===== src/rtl/db9_md_reader.sv =====
// Polls two Mega Drive 3/6-button pads over the shared DB9 port and publishes
// one coherent active-high joystick word per player per scan frame.
module db9_md_reader #(
  parameter int unsigned TICK_DIV   = 256,
  parameter int unsigned IDLE_TICKS = 512
) (
  input  logic        clk,
  input  logic        reset_n,
  input  logic [5:0]  joy_in,
  output logic        joy_mdsel,
  output logic        joy_split,
  output logic [15:0] joystick1,
  output logic [15:0] joystick2,
  output logic [1:0]  pad_present,
  output logic [1:0]  six_btn
);

  localparam int unsigned TICK_W = $clog2(TICK_DIV);
  localparam int unsigned IDLE_W = $clog2(IDLE_TICKS + 1);
  localparam int unsigned STEP_W = 4;
  localparam int unsigned BTN_W  = 12;

  typedef enum logic {
    S_IDLE = 1'b0,
    S_SCAN = 1'b1
  } state_t;

  state_t              state, state_nxt;
  logic [STEP_W-1:0]   step, step_nxt;
  logic [IDLE_W-1:0]   idle_cnt, idle_nxt;
  logic [TICK_W-1:0]   tick_cnt;
  logic                tick_end, idle_last;
  logic                mdsel_nxt, split_nxt;
  logic                capture_c, frame_start_c, frame_done_c;
  logic                pub_pend;
  logic [5:0]          sync1, sync2, pin_n;
  logic                player;
  logic [2:0]          phase;
  logic [1:0][BTN_W-1:0] sh_btn;
  logic [1:0]          sh_present, sh_six;
  logic [1:0][15:0]    pub_word;

  assign tick_end  = (tick_cnt == TICK_W'(TICK_DIV - 1));
  assign idle_last = (idle_cnt == IDLE_W'(IDLE_TICKS - 1));
  assign pin_n     = ~sync2;
  assign player    = step[0];
  assign phase     = step[3:1];

  // Two-flop synchronizer for the asynchronous pad pins
  always_ff @(posedge clk or negedge reset_n) begin
    if (!reset_n) begin
      sync1 <= '0;
      sync2 <= '0;
    end else begin
      sync1 <= joy_in;
      sync2 <= sync1;
    end
  end

  always_ff @(posedge clk or negedge reset_n) begin
    if (!reset_n) tick_cnt <= '0;
    else          tick_cnt <= tick_end ? '0 : tick_cnt + TICK_W'(1);
  end

  // State register
  always_ff @(posedge clk or negedge reset_n) begin
    if (!reset_n) begin
      state    <= S_IDLE;
      step     <= '0;
      idle_cnt <= '0;
    end else begin
      state    <= state_nxt;
      step     <= step_nxt;
      idle_cnt <= idle_nxt;
    end
  end

  // Next state: IDLE for IDLE_TICKS ticks, then 16 ticks of SCAN (8 phases x A/B)
  always_comb begin
    state_nxt = state;
    step_nxt  = step;
    idle_nxt  = idle_cnt;
    if (tick_end) begin
      case (state)
        S_IDLE: begin
          if (idle_last) begin
            state_nxt = S_SCAN;
            idle_nxt  = '0;
          end else begin
            idle_nxt  = idle_cnt + IDLE_W'(1);
          end
        end
        S_SCAN: begin
          step_nxt = step + STEP_W'(1);
          if (step == STEP_W'(15)) state_nxt = S_IDLE;
        end
      endcase
    end
  end

  // Outputs: TH/split levels for the upcoming tick plus capture strobes
  always_comb begin
    mdsel_nxt     = 1'b1;
    split_nxt     = 1'b1;
    capture_c     = 1'b0;
    frame_start_c = 1'b0;
    frame_done_c  = 1'b0;
    if (state_nxt == S_SCAN) begin
      mdsel_nxt = ~step_nxt[1];
      split_nxt = ~step_nxt[0];
    end
    if (tick_end) begin
      if (state == S_IDLE) begin
        frame_start_c = idle_last;
      end else begin
        capture_c    = 1'b1;
        frame_done_c = (step == STEP_W'(15));
      end
    end
  end

  always_ff @(posedge clk or negedge reset_n) begin
    if (!reset_n) begin
      joy_mdsel <= 1'b1;
      joy_split <= 1'b1;
      pub_pend  <= 1'b0;
    end else begin
      joy_mdsel <= mdsel_nxt;
      joy_split <= split_nxt;
      pub_pend  <= frame_done_c;
    end
  end

  // Per-player shadow capture; each field is sampled only in its own phase
  always_ff @(posedge clk or negedge reset_n) begin
    if (!reset_n) begin
      sh_btn     <= '0;
      sh_present <= '0;
      sh_six     <= '0;
    end else if (frame_start_c) begin
      sh_btn     <= '0;
      sh_present <= '0;
      sh_six     <= '0;
    end else if (capture_c) begin
      case (phase)
        3'd0: sh_btn[player][5:0] <= {pin_n[5], pin_n[4], pin_n[0], pin_n[1], pin_n[2], pin_n[3]};
        3'd1: begin
          sh_present[player] <= ~sync2[2] & ~sync2[3];
          sh_btn[player][6]  <= pin_n[4];
          sh_btn[player][7]  <= pin_n[5];
        end
        3'd5: sh_six[player] <= (sync2[3:0] == 4'b0000);
        3'd6: begin
          if (sh_six[player])
            sh_btn[player][11:8] <= {pin_n[0], pin_n[1], pin_n[2], pin_n[3]};
        end
        default: ;
      endcase
    end
  end

  always_comb begin
    pub_word = '0;
    for (int i = 0; i < 2; i++) begin
      if (sh_present[i]) begin
        pub_word[i][7:0] = sh_btn[i][7:0];
        if (sh_six[i]) pub_word[i][11:8] = sh_btn[i][11:8];
      end
    end
  end

  // Publish all words and flags together, one cycle after the frame ends
  always_ff @(posedge clk or negedge reset_n) begin
    if (!reset_n) begin
      joystick1   <= '0;
      joystick2   <= '0;
      pad_present <= '0;
      six_btn     <= '0;
    end else if (pub_pend) begin
      joystick1   <= pub_word[0];
      joystick2   <= pub_word[1];
      pad_present <= sh_present;
      six_btn     <= sh_six & sh_present;
    end
  end

endmodule


===== config.mk =====
export PLATFORM = sky130hd
export DESIGN_NAME = db9_md_reader
export DESIGN_NICKNAME = d
export VERILOG_FILES = /design/src/rtl/db9_md_reader.sv
export SDC_FILE = /design/constraint.sdc
export NUM_CORES = 1
export LEC_CHECK = 0
export CORE_MARGIN = 4
export CORE_UTILIZATION = 60
export DETAILED_ROUTE_END_ITERATION = 8
export PLACE_DENSITY_LB_ADDON = 0.05
export SETUP_SLACK_MARGIN = 0.4
export SYNTH_ARGS = -nofsm -noshare
export SYNTH_HDL_FRONTEND = slang
export SYNTH_SLANG_ARGS = --single-unit

===== constraint.sdc =====
create_clock -name clk -period 4.75 [get_ports clk]
set_input_delay 1.1875 -clock clk [delete_from_list [all_inputs] [get_ports clk]]
set_output_delay 1.1875 -clock clk [all_outputs]
set_load 0.03 [all_outputs]

* Word level (Yosys, flattened, before mapping)
Cells that the tools add are included.
** Operators by class
- $add $sub $neg :: 3
- Order comparisons :: 2
- Equality and inequality tests :: 7
- Mux-type cells :: 48
- Bitwise gates (word level) :: 8
- Reductions and logical operators :: 12
** Operators with widths (count)
- $bwmux W24 :: 4
- $mux W24 :: 3
- $pmux W24 S3 :: 1
- $demux W12 S1 :: 4
- $mux W12 :: 3
- $mux W2 :: 8
- $mux W8 :: 2
- $mux W1 :: 14
- $add A10 B1 Y10 const B :: 1
- $eq A10 B9 Y1 const B :: 1
- $mux W10 :: 1
- $add A8 B1 Y8 const B :: 1
- $eq A8 B8 Y1 const B :: 1
- $mux W4 :: 2
- $reduce_and A2 Y1 :: 4
- $mux W7 :: 1
- $eq A3 B3 Y1 const B :: 2
- $mux W6 :: 1
- $not A6 Y6 :: 1
- $reduce_bool A2 Y1 :: 3
- $not A1 Y1 :: 5
- $add A4 B1 Y4 const B :: 1
- $bwmux W2 :: 2
- $eq A4 B4 Y1 const B :: 1
- 13 further kinds :: 13
** Word-level totals
- Register bits after elaboration :: 94
- Input bits :: 8
- Output and inout bits :: 38
- Word-level logic and storage cells :: 98

* Longest topological paths before layout
- Depth in word-level cells :: 9
- Gate-level depth with buffers :: 7
- Gate-level depth less buffers :: 5

* Worst setup path after synthesis
OpenSTA, ideal clock, no wires.
- Kind :: register to register
- From :: reg tick_cnt[0]
- To :: reg sh_btn[12] in the netlist's numbering
- Setup time :: 0.078 ns
- Arrival time :: 1.894 ns
- Required time :: 4.672 ns
- Slack :: 2.778 ns
- Cell stages (with the launch flop) :: 7
- Buffers on the path :: 1
- Period minus slack after synthesis :: 1.972 ns
- Cell sequence :: dfrtp_1 > ha_1 > nand4_4 > or4_1 > or4_1 > buf_2 > o2bb2ai_1
** Between the ends
- Word-level cells in the longest chain between the ends :: 4
- Elaborated cells between the ends (all ways) :: 8
- Those cells by class :: eq/ne: 2; mux: 3; reduce/logical: 3
** RTL lines
- start, declared :: line 31 : logic [TICK_W-1:0] tick_cnt;
- start signal, assigned :: line 62 : else tick_cnt <= tick_end ? '0 : tick_cnt + TICK_W'(1);
- $eq A8 B8 Y1 (*) :: line 43 : assign tick_end = (tick_cnt == TICK_W'(TICK_DIV - 1));
- $mux W1 :: line 112 : if (tick_end) begin
- $ne A3 B3 Y1 (no line), or another cell as far along
- $reduce_and A3 Y1 (no line)
- end signal, assigned by index :: line 146 : 3'd0: sh_btn[player][5:0] <= {pin_n[5], pin_n[4], pin_n[0], pin_n[1], pin_n[2], pin_n[3]};
- end signal, assigned by index :: line 149 : sh_btn[player][6] <= pin_n[4];
- end signal, assigned by index :: line 150 : sh_btn[player][7] <= pin_n[5];
- end, declared :: line 39 : logic [1:0][BTN_W-1:0] sh_btn;
Mark *: on every way between the ends. The rest lies on a longest branch, timed or not.
A chain may end at the register's enable or synchronous reset.

* Final worst setup path
- From :: reg step[0]
- To :: reg sh_btn[22] in the netlist's numbering
** Between the ends
- Word-level cells in the longest chain between the ends :: 9
- Elaborated cells between the ends (all ways) :: 20
- Those cells by class :: order compare: 2; eq/ne: 1; mux: 15; reduce/logical: 2
** RTL lines
- start, declared :: line 29 : logic [STEP_W-1:0] step, step_nxt;
- start signal, assigned :: line 73 : step <= step_nxt;
- $lt A1 B2 Y1 (not written as such) / $ge A1 B1 Y1 (equally long branches) :: line 155 : sh_btn[player][11:8] <= {pin_n[0], pin_n[1], pin_n[2], pin_n[3]};
- $logic_and A1 B1 Y1 (not written as such) :: line 155
- $mux W12 (not written as such) :: line 155
- $demux W12 S1 :: line 155
- $bwmux W24 :: line 155
- $mux W24 :: line 154 : if (sh_six[player])
- $pmux W24 S3 :: line 145 : case (phase)
- $mux W24 :: line 144 : end else if (capture_c) begin
- $mux W24 :: line 140 : end else if (frame_start_c) begin
- end signal, assigned by index :: line 146
- end signal, assigned by index :: line 149
- end signal, assigned by index :: line 155
Parallel ways exist; a longest one is shown, timed or not. The select of a mux whose other input is x is not followed.

==> out/summary.txt <==
Area growth, synth to finish -> 14.5%
RSZ-0062 raised after global routing -> false
total congestion overflow -> 0
status -> complete, no violations
Antenna diodes -> 0
PortBufs -> 37
commonest non-fill, non-tap cell in the layout -> dfrtp_1
max-slew violations -> 0
EDFF count, synth -> 0
number of global-route vias before repair -> 2843
H-tree Lvls -> 3
Final period util -> 0.573
Core Region -> 0.00653 mm^2
hold slack final -> 0.352 ns
Critical path origin -> step[0]
FF-to-FF Start -> step[0]
maximum VDD drop -> 0.000204 V
Tmin final -> 2.72 ns
Synth Flop Type -> dfrtp_1
final wirelength -> 8090 um
Skew-Pair Late Insertion Delay -> 0.35 ns
largest net degree at the start of global routing -> 65
WHS Path Cells -> 0
RD Place Congestion -> 0.790
crit path launch type -> flip-flop
Worst Path Required -> 5.00 ns
Mapped Avg Cell Area -> 10.2 um^2
CTS buffer count -> 9
Reg area -> 0.00235 mm^2
Crit. End Element -> flip-flop
Total Power -> 0.00141 W
Arrival @ worst endpoint -> 2.98 ns
CTS tree -> yes
first-pass GRT wire length -> 13700 um
Detailed Place HPWL -> 5300 um
critical path, cell by cell -> mux2_2, o2bb2ai_1, a32oi_1, o2bb2ai_1
setup TNS -> 0 ns
TritonRoute pass-1 iters -> 5
drt drc -> 0
DIE HEIGHT -> 91.0 um
Vias per Instance -> 5.95
Hold Vio Cnt, Final -> 0
die area -> 0.00827 mm^2
CTS root buf -> clkbuf_8
cell taking the most area after synthesis -> dfrtp_1
HP Class -> flip-flop to flip-flop
Worst-Margin Slew -> 1.10 ns
initial cell density of the core -> 0.632
Achievable Freq -> 367 MHz
reg2reg path depth -> 4
post-CTS setup buffers -> 0
most frequent cells in the layout -> dfrtp_1, o21ai_0, clkdlybuf4s50_1
initial DRC count -> 170
Final #Nets -> 443
# clock sinks -> 94
Rel. slew slack -> 0.265
Synth Register Bits -> 94
top cells by area, synth -> dfrtp_1, o21ai_0, o2bb2ai_1, nand3_1, inv_1
hold path startpoint -> sync1[3]
Clock Path Buffers -> 2
register area share after synthesis -> 0.570
fin cells -> 514
Tot GR Track Use -> 0.202
Setup WS pre-CTS -> 2.11 ns
setup ws final -> 2.03 ns
# hold bufs at CTS -> 0
Final setup viols -> 0
area of the multi-input gates -> 0.00152 mm^2
placed insts -> 498
Mapped Cells -> 403
max cap viols -> 0
Lkg Pwr -> 1.93 nW
share of cells above drive strength 1 -> 0.0755
FILL cells -> 506
Crit path largest cell delay -> 0.96 ns
Synth async-reset ratio -> 1.00
r2r setup slk -> 2.03 ns
Synth cell types -> 46
clk slew on worst S/H paths -> 0.08 ns
Crit Path Max Fanout -> 33
vias -> 3059
die span in x -> 91.0 um
Syn Std Cell Area -> 0.00413 mm^2
most used cell, CP -> o2bb2ai_1
top cell type's share of synthesized area -> 0.558
wire per inst -> 15.7 um
Pwr Density -> 299 mW/mm^2
Synth warnings -> 0
Post-CTS Resized -> 0
Worst path slowest cell -> dfrtp_1
Post-Route Skew -> 0.0125 ns
CP Class -> flip-flop to flip-flop
Top Ports -> 46
initial antenna violation count -> 0
Post-DRT Antenna Nets -> 0
row cnt -> 29
==> critical path: cells and delay by family (launching register included) <==
kind	cells	cell delay, ns
AO/OA/AOI/OAI	3	1.25
flip-flops	1	0.96
multiplexers	1	0.42
==> metrics by stage <==
step | cell area, um^2 | utilization
2_1_floorplan | 4160 | -
3_3_place_gp | 4510 | 0.690
3_5_place_dp | 4510 | 0.690
4_1_cts | 4730 | 0.724
5_1_grt | 4730 | 0.724
6_report | 4730 | 0.724
==> final timing paths <==
path / to
setup / recovery: sh_btn[22]
hold / removal: sync2[3]
setup reg to reg: sh_btn[22]
hold reg to reg: sync2[3]
max in group asynchronous: joy_mdsel
min in group asynchronous: idle_cnt[8]
==> routing by layer <==
metal | share of wire | routed length [um] | vias to the layer above | global-route usage
li1 | - | - | 1457 | -
met2 | 0.47 | 3830 | 100 | 0.321
met5 | 0 | 0 | - | 0
met4 | 0.011 | 89 | 0 | 0.0553
met1 | 0.46 | 3720 | 1490 | 0.283
met3 | 0.055 | 445 | 12 | 0.0446
==> registers in the layout (all words and copies together), names as in the netlist, 2 cells and up <==
| signal | flops |
|---|---|
| sh_btn | 24 |
| tick_cnt | 8 |
| idle_cnt | 10 |
| sync1 | 6 |
| pad_present | 2 |
| sh_six | 2 |
| six_btn | 2 |
| joystick2 | 12 |
| sh_present | 2 |
| step | 4 |
| joystick1 | 12 |
| sync2 | 6 |
==> synth_stat cells (4+ instances only) <==
cell type	instances
nor2_1	14
mux2_2	4
o2bb2ai_1	19
xnor2_1	7
o21ai_0	40
xor2_1	5
mux2i_1	4
nand2_1	31
nand3_1	33
buf_4	8
nand2b_1	4
o22ai_1	9
inv_1	35
or4_1	5
a21oi_1	13
clkbuf_1	18
nor4_1	4
a22oi_1	12
nor3_1	6
dfrtp_1	92
==> layout make-up <==
| type | instances | area share |
|---|---|---|
| clock buffers | 9 | 0.0262 |
| clock inverters | 7 | 0.0204 |
| flip-flops and latches | 94 | 0.498 |
| well taps | 77 | 0.0204 |
| inverters | 35 | 0.0278 |
| repair buffers | 42 | 0.0858 |
| multi-input cells | 250 | 0.321 |
==> cells by family (layout without fill, tap and decap cells) <==
family,after synthesis,in the layout,synth area share
buf+inv,66,93,0.0682
other cells,1,8,0.000908
flops,94,94,0.570
fa+ha+maj,3,3,0.00909
mux,8,8,0.0206
simple gates,119,119,0.152
compound gates,100,100,0.153
xor+xnor,12,12,0.0255
==> where the power goes <==
part	total, W	internal, W	switching (W)
registers	0.000810	0.000805	0.00000558
logic	0.0000314	0.00000660	0.0000248
clock network	0.000573	0.000298	0.000275
total	0.00141	0.00111	0.000305
No activity file was read; power rests on OpenSTA's default activity.
